### src/rtl/mem_axi_bridge_pkg.sv
// Shared definitions for the MMU-to-AXI4-Lite bridge: request modes,
// AXI response codes, bridge state encoding and small decode helpers.
package mem_axi_bridge_pkg;

  localparam logic MEMREQ_READ  = 1'b0;
  localparam logic MEMREQ_WRITE = 1'b1;

  localparam logic [1:0] AXI_RESP_OKAY   = 2'b00;
  localparam logic [1:0] AXI_RESP_EXOKAY = 2'b01;
  localparam logic [1:0] AXI_RESP_SLVERR = 2'b10;
  localparam logic [1:0] AXI_RESP_DECERR = 2'b11;

  typedef enum logic [2:0] {
    ST_IDLE,
    ST_WRITE,
    ST_WRITE_B,
    ST_READ_AR,
    ST_READ_R,
    ST_RESP
  } axi_bridge_state_t;

  // Only word-aligned accesses are legal on a 32-bit bus.
  function automatic logic isMisaligned(input logic [1:0] addrLsb);
    return addrLsb != 2'b00;
  endfunction

  // SLVERR and DECERR both report as an error; OKAY and EXOKAY do not.
  function automatic logic isErrorResp(input logic [1:0] resp);
    return (resp == AXI_RESP_SLVERR) || (resp == AXI_RESP_DECERR);
  endfunction

endpackage

### src/rtl/mem_axi_bridge.sv
// Bridge between the MMU's one-beat physical request interface and a single
// AXI4-Lite master port. One transaction outstanding at a time; every request
// ends in exactly one response_enable pulse.
module mem_axi_bridge
  import mem_axi_bridge_pkg::*;
#(
  parameter int          ADDR_WIDTH = 32,
  parameter logic [2:0]  AXI_PROT   = 3'b000
) (
  input  logic                  clk,
  input  logic                  rst,

  input  logic                  request_enable,
  input  logic                  req_mode,
  input  logic [ADDR_WIDTH-1:0] req_addr,
  input  logic [31:0]           req_wdata,
  input  logic [3:0]            req_wstrb,
  output logic                  response_enable,
  output logic [31:0]           resp_data,
  output logic                  resp_error,
  output logic                  busy,

  output logic                  m_axi_awvalid,
  output logic [ADDR_WIDTH-1:0] m_axi_awaddr,
  output logic [2:0]            m_axi_awprot,
  input  logic                  m_axi_awready,

  output logic                  m_axi_wvalid,
  output logic [31:0]           m_axi_wdata,
  output logic [3:0]            m_axi_wstrb,
  input  logic                  m_axi_wready,

  input  logic                  m_axi_bvalid,
  input  logic [1:0]            m_axi_bresp,
  output logic                  m_axi_bready,

  output logic                  m_axi_arvalid,
  output logic [ADDR_WIDTH-1:0] m_axi_araddr,
  output logic [2:0]            m_axi_arprot,
  input  logic                  m_axi_arready,

  input  logic                  m_axi_rvalid,
  input  logic [31:0]           m_axi_rdata,
  input  logic [1:0]            m_axi_rresp,
  output logic                  m_axi_rready
);

  axi_bridge_state_t     r_state;
  axi_bridge_state_t     w_nextState;

  logic                  r_awvalid, w_nextAwvalid;
  logic                  r_wvalid, w_nextWvalid;
  logic                  r_bready, w_nextBready;
  logic                  r_arvalid, w_nextArvalid;
  logic                  r_rready, w_nextRready;
  logic                  r_respEnable, w_nextRespEnable;
  logic                  r_respError, w_nextRespError;
  logic                  r_busy, w_nextBusy;
  logic [31:0]           r_respData, w_nextRespData;
  logic [ADDR_WIDTH-1:0] r_addr, w_nextAddr;
  logic [31:0]           r_wdata, w_nextWdata;
  logic [3:0]            r_wstrb, w_nextWstrb;

  // A channel counts as done once its valid has dropped or is being accepted now,
  // so AW and W can finish in either order or together.
  logic w_awDone;
  logic w_wDone;
  assign w_awDone = !r_awvalid || m_axi_awready;
  assign w_wDone  = !r_wvalid  || m_axi_wready;

  // State and all registered outputs; reset abandons any transaction in flight.
  always_ff @(posedge clk or posedge rst) begin
    if (rst) begin
      r_state      <= ST_IDLE;
      r_awvalid    <= 1'b0;
      r_wvalid     <= 1'b0;
      r_bready     <= 1'b0;
      r_arvalid    <= 1'b0;
      r_rready     <= 1'b0;
      r_respEnable <= 1'b0;
      r_respError  <= 1'b0;
      r_busy       <= 1'b0;
      r_respData   <= 32'd0;
      r_addr       <= '0;
      r_wdata      <= 32'd0;
      r_wstrb      <= 4'd0;
    end else begin
      r_state      <= w_nextState;
      r_awvalid    <= w_nextAwvalid;
      r_wvalid     <= w_nextWvalid;
      r_bready     <= w_nextBready;
      r_arvalid    <= w_nextArvalid;
      r_rready     <= w_nextRready;
      r_respEnable <= w_nextRespEnable;
      r_respError  <= w_nextRespError;
      r_busy       <= w_nextBusy;
      r_respData   <= w_nextRespData;
      r_addr       <= w_nextAddr;
      r_wdata      <= w_nextWdata;
      r_wstrb      <= w_nextWstrb;
    end
  end

  // Next-state and next-output decode; every register holds unless a handshake moves it.
  always_comb begin
    w_nextState      = r_state;
    w_nextAwvalid    = r_awvalid;
    w_nextWvalid     = r_wvalid;
    w_nextBready     = r_bready;
    w_nextArvalid    = r_arvalid;
    w_nextRready     = r_rready;
    w_nextRespEnable = r_respEnable;
    w_nextRespError  = r_respError;
    w_nextBusy       = r_busy;
    w_nextRespData   = r_respData;
    w_nextAddr       = r_addr;
    w_nextWdata      = r_wdata;
    w_nextWstrb      = r_wstrb;

    case (r_state)
      ST_IDLE: begin
        if (request_enable) begin
          w_nextAddr  = req_addr;
          w_nextWdata = req_wdata;
          w_nextWstrb = req_wstrb;
          w_nextBusy  = 1'b1;
          if (isMisaligned(req_addr[1:0])) begin
            // No bus traffic; RESP is entered with the pulse still low so the
            // completion lands one cycle later, in the second RESP cycle.
            w_nextState      = ST_RESP;
            w_nextRespError  = 1'b1;
            w_nextRespData   = 32'd0;
            w_nextRespEnable = 1'b0;
          end else if (req_mode == MEMREQ_WRITE) begin
            w_nextState   = ST_WRITE;
            w_nextAwvalid = 1'b1;
            w_nextWvalid  = 1'b1;
          end else begin
            w_nextState   = ST_READ_AR;
            w_nextArvalid = 1'b1;
          end
        end
      end

      ST_WRITE: begin
        if (r_awvalid && m_axi_awready) begin
          w_nextAwvalid = 1'b0;
        end
        if (r_wvalid && m_axi_wready) begin
          w_nextWvalid = 1'b0;
        end
        if (w_awDone && w_wDone) begin
          w_nextState  = ST_WRITE_B;
          w_nextBready = 1'b1;
        end
      end

      ST_WRITE_B: begin
        if (r_bready && m_axi_bvalid) begin
          w_nextBready     = 1'b0;
          w_nextRespError  = isErrorResp(m_axi_bresp);
          w_nextRespData   = 32'd0;
          w_nextRespEnable = 1'b1;
          w_nextState      = ST_RESP;
        end
      end

      ST_READ_AR: begin
        if (r_arvalid && m_axi_arready) begin
          w_nextArvalid = 1'b0;
          w_nextRready  = 1'b1;
          w_nextState   = ST_READ_R;
        end
      end

      ST_READ_R: begin
        if (r_rready && m_axi_rvalid) begin
          w_nextRready     = 1'b0;
          w_nextRespError  = isErrorResp(m_axi_rresp);
          w_nextRespData   = isErrorResp(m_axi_rresp) ? 32'd0 : m_axi_rdata;
          w_nextRespEnable = 1'b1;
          w_nextState      = ST_RESP;
        end
      end

      ST_RESP: begin
        if (r_respEnable) begin
          w_nextRespEnable = 1'b0;
          w_nextBusy       = 1'b0;
          w_nextState      = ST_IDLE;
        end else begin
          w_nextRespEnable = 1'b1;
        end
      end

      default: begin
        w_nextState = ST_IDLE;
      end
    endcase
  end

  assign response_enable = r_respEnable;
  assign resp_data       = r_respData;
  assign resp_error      = r_respError;
  assign busy            = r_busy;

  assign m_axi_awvalid = r_awvalid;
  assign m_axi_awaddr  = r_addr;
  assign m_axi_awprot  = AXI_PROT;
  assign m_axi_wvalid  = r_wvalid;
  assign m_axi_wdata   = r_wdata;
  assign m_axi_wstrb   = r_wstrb;
  assign m_axi_bready  = r_bready;
  assign m_axi_arvalid = r_arvalid;
  assign m_axi_araddr  = r_addr;
  assign m_axi_arprot  = AXI_PROT;
  assign m_axi_rready  = r_rready;

endmodule

### config.mk
export PLATFORM = sky130hd
export DESIGN_NAME = mem_axi_bridge
export DESIGN_NICKNAME = d
export VERILOG_FILES = /design/src/rtl/mem_axi_bridge_pkg.sv /design/src/rtl/mem_axi_bridge.sv
export SDC_FILE = /design/constraint.sdc
export NUM_CORES = 1
export LEC_CHECK = 0
export ABC_AREA = 0
export CAP_MARGIN = 20
export CORE_UTILIZATION = 43
export CTS_CLUSTER_SIZE = 10
export DETAILED_ROUTE_END_ITERATION = 10
export PLACE_DENSITY = 0.87
export SLEW_MARGIN = 5
export SYNTH_ARGS = -nofsm -noshare
export SYNTH_HDL_FRONTEND = slang
export SYNTH_SLANG_ARGS = --single-unit
### constraint.sdc
create_clock -name clk -period 8.1 [get_ports clk]
set_input_delay 1.62 -clock clk [delete_from_list [all_inputs] [get_ports clk]]
set_output_delay 1.62 -clock clk [all_outputs]
set_load 0.05 [all_outputs]
==> results of run 1 <==
worst paths after layout:
check	depth (start not counted)	to	startpoint
max	6	resp_error$_DFFE_PP0P_	request_enable
min	1	m_axi_wdata[5]$_DFFE_PP0P_	m_axi_wdata[5]$_DFFE_PP0P_
max reg2reg	5	resp_error$_DFFE_PP0P_	r_state[0]$_DFFE_PP0P_
min reg2reg	1	m_axi_wdata[5]$_DFFE_PP0P_	m_axi_wdata[5]$_DFFE_PP0P_
max in group asynchronous	3	m_axi_araddr[7]$_DFFE_PP0P_	rst
min in group asynchronous	2	m_axi_araddr[6]$_DFFE_PP0P_	rst
stage by stage:
step	hold slack, ps	utilization, %	cells	setup slack [ps]
final	508	69.1	762	4450
after floorplan	713	-	408	3550
after detailed placement	489	66.1	746	4120
after global placement	471	66.1	746	4140
after CTS	511	69.1	762	4470
after global routing	526	69.1	762	4370
cell type report:
class,count,area (um2)
clock inverters,6,93.8
inverters,37,141
multi-input cells,203,1630
fillers,794,3400
repair buffers,255,2540
well taps,140,175
flip-flops and latches,111,2780
clock buffers,10,229
flip-flops by register name, summed over array words and instances, names as in the netlist:
signal and flops:
resp_data 32, busy 1, resp_error 1, m_axi_wdata 32, m_axi_rready 1, m_axi_wvalid 1
m_axi_bready 1, m_axi_awvalid 1, m_axi_wstrb 4, m_axi_arvalid 1, m_axi_araddr 32, response_enable 1
r_state 3
logic make-up (layout without fill, tap and decap cells):
| group | count (synthesis) | in the layout | share of synthesized area, % |
|---|---|---|---|
| buffers and inverters | 94 | 308 | 10.9 |
| multiplexers | 101 | 101 | 22.3 |
| flip-flops | 111 | 111 | 56.5 |
| AND/OR/NAND/NOR | 66 | 66 | 5.71 |
| other | 1 | 6 | 0.0763 |
| AO/OA/AOI/OAI | 30 | 30 | 4.43 |
layout by cell type, fill, tap and decap left out, types with 2 or more instances in the layout:
master           Yosys  final
bufinv_16            0      2
buf_4               38      5
dfrtp_1            111    111
nor3_1               6      4
a32o_1               2      2
nand2_1             45     45
conb_1               1      6
a21oi_1              3      3
clkbuf_16            0      9
nand3_1              3      3
mux2i_1             32     32
nor3_2               0      2
clkdlybuf4s50_1      0    250
mux2_2              68     68
nor2_1               7      7
a31oi_1              5      5
o21a_1               2      2
clkinv_4             0      2
o21ai_0             10     10
inv_1               37     36
layer usage:
| layer | global-route usage (%) | wire (um) |
|---|---|---|
| met5 | 0 | 0 |
| met4 | 8.20 | 268 |
| met3 | 6.99 | 1020 |
| met2 | 35.4 | 6070 |
| met1 | 24.9 | 4800 |
worst max-delay path, stage by stage:
cell and delay (ps):
clkdlybuf4s50_1 630, nand2b_4 80, a32o_1 320, a2111oi_4 320
buf_4 520, mux2_1 380
==> reports/metrics.yaml, run 1 <==
outcome: "completed"
grt_pass1_vias: 3778
std_cell_rows: 38
rrSetupSlack_ps: 5530
yosysSeqAreaShare_pct: 56.5
synth.most_common_cell: "dfrtp_1"
dieWidth_um: 109
drt_first_pass_iters: 4
globalplace.congestion: 0.763
drt_wl_total_mm: 12.2
hold_path_class: "register to register"
coreArea_mm2: 0.0110
cap_violations: 0
final.setup_skew_ps: 9.71
h-tree-depth: 3
pin_count: 259
synthTopCellsByCount: "dfrtp_1, mux2_2, nand2_1"
synth-edff-count: 0
cts_buffer_depth: 2
placed_cell_area_mm2: 0.00726
clk_latency_ps: 350
syn_inst: 403
synthTopCellsByArea: "dfrtp_1, mux2_2, mux2i_1, buf_4, nand2_1"
grt_antenna_before_repair: 0
slew_headroom_pct: 40.0
cp.required_ps: 8320
ant_nets: 0
yosysTopAreaCellShare_pct: 56.5
cts.hold.buffers_added: 0
ys.warnings.count: 0
detail_route.wl_per_cell_um: 16.0
max_freq_mhz: 274
antenna_cells: 0
slew_violations: 0
finalSetupTns_ps: 0
fp.dieArea_mm2: 0.0119
viasPerCell: 4.85
worst_pin_slew_ps: 900
cp_max_fo: 33
drt_iter0_drc: 155
cts_resized: 0
min_period_ps: 3650
synth_area_per_cell_um2: 12.2
grt_max_degree: 73
final_area_mm2: 0.00758
portBuffers: 250
initial_core_util_pct: 44.7
critPathLaunchType: "input port"
synth_cell_type_count: 33
setup_viol_count_final: 0
end_kind: "register"
path_clk_slew_ps: 70
synth_flop_cell: "dfrtp_1"
ys_ff_latch: 111
num_vias: 3692
cp.arrival_ps: 3870
drive_above_1_share_pct: 15.0
cts-root-buf: "clkbuf_16"
synthArstFlopShare_pct: 100
numCtsBuffers: 9
post-route-period-util_pct: 45.0
netlist_area_mm2: 0.00491
cts_sinks: 111
dp_hpwl_mm: 9.02
grt_usage_pct: 21.1
die_h_um: 109
grt_setup_unrepaired: "false"
fin_nets: 730
globalRoute.totalOverflow: 0
drc_errors: 0
synthToLayoutAreaGrowth_pct: 54.4
hold_viol: 0
synth_top_area_cell: "dfrtp_1"
path_class: "input port to register"
post_cts_buffers: 0
cts_tree: "built"
grt_pass1_wl_mm: 19.0
Power of run 1 is left out: the tool's default activity adds up to more than one toggle a clock period on the data nets, which glitch-free logic cannot reach.
==> run 2, diff against run 1 <==
CORE_UTILIZATION = 40   (was 43)
PLACE_DENSITY = 0.81   (was 0.87)
clock period = 3.5 ns   (was 8.1 ns; I/O delays follow)
==> reports/metrics.yaml, run 2 (same netlist as run 1, synthesis figures left out) <==
drt_first_pass_iters: 4  # unchanged
globalRoute.totalOverflow: 0  # unchanged
rrSetupSlack_ps: 1090  # -4440 ps
coreArea_mm2: 0.0120  # +9.4%
hold_path_class: "register to register"
fin_nets: 730  # unchanged
grt_antenna_before_repair: 0  # unchanged
crit_start: "request_enable"
antenna_cells: 0  # unchanged
portBuffers: 250  # unchanged
cts_buffer_depth: 2  # unchanged
grt_usage_pct: 19.4  # -1.7 points
critPathLaunchType: "input port"
holdPathStages: 1  # unchanged
drt_iter0_drc: 113  # -27%
outcome: "completed"
cts_sinks: 111  # unchanged
numCtsBuffers: 9  # unchanged
cp_max_fo: 33  # unchanged
post-route-util_pct: 63.4  # -5.6 points
cp.arrival_ps: 2780  # -1090 ps
h-tree-depth: 3  # unchanged
worst-path-buf-inv: 2  # unchanged
die_h_um: 113  # +3.6%
initial_core_util_pct: 40.9  # -3.8 points
globalplace.congestion: 0.786  # +3.1%
min_period_ps: 2550
fp.dieArea_mm2: 0.0127  # +7.4%
cts-root-buf: "clkbuf_16"
dp_hpwl_mm: 8.84  # -2.0%
hold_start: "m_axi_wdata[0]$_DFFE_PP0P_"
hold_viol: 0  # unchanged
drt_wl_total_mm: 12.1  # -0.47%
final_common_cell: "clkdlybuf4s50_1"
cap_violations: 0  # unchanged
clk_latency_ps: 350  # about the same
dieWidth_um: 113  # +3.6%
min_to: "m_axi_wdata[0]$_DFFE_PP0P_"
setup_viol_count_final: 0  # unchanged
end_kind: "register"
finalSetupTns_ps: 0  # unchanged
post-route-period-util_pct: 72.7
cts_tree: "built"
num_vias: 3728  # +0.98%
viasPerCell: 4.85  # about the same
drive_above_1_share_pct: 15.1  # +0.16 points
pin_count: 259  # unchanged
most-common-layout-cells: "clkdlybuf4s50_1, dfrtp_1, mux2_2"
r2r-end: "resp_error$_DFFE_PP0P_"
path_clk_slew_ps: 70  # about the same
crit_family: "buffers and inverters"
grt_max_degree: 112  # +53%
slew_violations: 0  # unchanged
drc_errors: 0  # unchanged
synthToLayoutAreaGrowth_pct: 55.1
cp_cell_sequence: "clkdlybuf4s50_1 > nand2b_4 > a32o_1 > a2111oi_4 > buf_12 > mux2_1"
whs_ps: 509  # +0.716 ps
r2r-start: "r_state[0]$_DFFE_PP0P_"
grt_setup_unrepaired: "false"
detail_route.wl_per_cell_um: 15.7  # -1.4%
post_cts_buffers: 0  # unchanged
max_freq_mhz: 393
grt_pass1_vias: 3957  # +4.7%
std_cell_rows: 40  # +5.3%
cts.hold.buffers_added: 0  # unchanged
grt_pass1_wl_mm: 19.3  # +1.7%
worst_pin_slew_ps: 678  # -221 ps
slew_headroom_pct: 54.8  # +15 points
ant_nets: 0  # unchanged
worstRegToRegCells: 5  # unchanged
cts_resized: 0  # unchanged
critPathSlowestCell: "clkdlybuf4s50_1"
final.setup_skew_ps: 6.19  # -3.52 ps
max_stage_delay_ps: 630  # about the same
cp.required_ps: 3730  # -4590 ps
path_class: "input port to register"
==> run 2: layout make-up <==
class,count,area [um2]
Fill cell,952,4390
Sequential cell,111,2780
Timing Repair Buffer,255,2560
Multi-Input combinational cell,203,1630
Clock buffer,9,225
Tap cell,147,184
Inverter,37,143
Clock inverter,7,95.1
==> run 2: worst max path at each step <==
stage / slack [ps] / end / cells after the start
2_1_floorplan: 1420 / resp_error$_DFFE_PP0P_ / 4
3_3_place_gp: 650 / resp_error$_DFFE_PP0P_ / 6
3_5_place_dp: 590 / resp_error$_DFFE_PP0P_ / 6
4_1_cts: 970 / resp_error$_DFFE_PP0P_ / 6
5_1_grt: 890 / resp_error$_DFFE_PP0P_ / 6
6_report: 950 / resp_error$_DFFE_PP0P_ / 6
==> run 2: metrics by stage <==
stage / instance area, um2 / std cells / setup slack, ps
final: 7620 / 769 / 954
after global routing: 7620 / 769 / 888
after CTS: 7620 / 769 / 972
after detailed placement: 7300 / 753 / 594
after global placement: 7300 / 753 / 649
after floorplan: 4930 / 408 / 1420
==> run 2: metal layers <==
layer	wire, um	track usage [%]
met1	4770	21.6
met2	6050	33.4
met3	967	6.27
met5	0	0
met4	306	9.87
Power of run 2 is left out for the same reason.
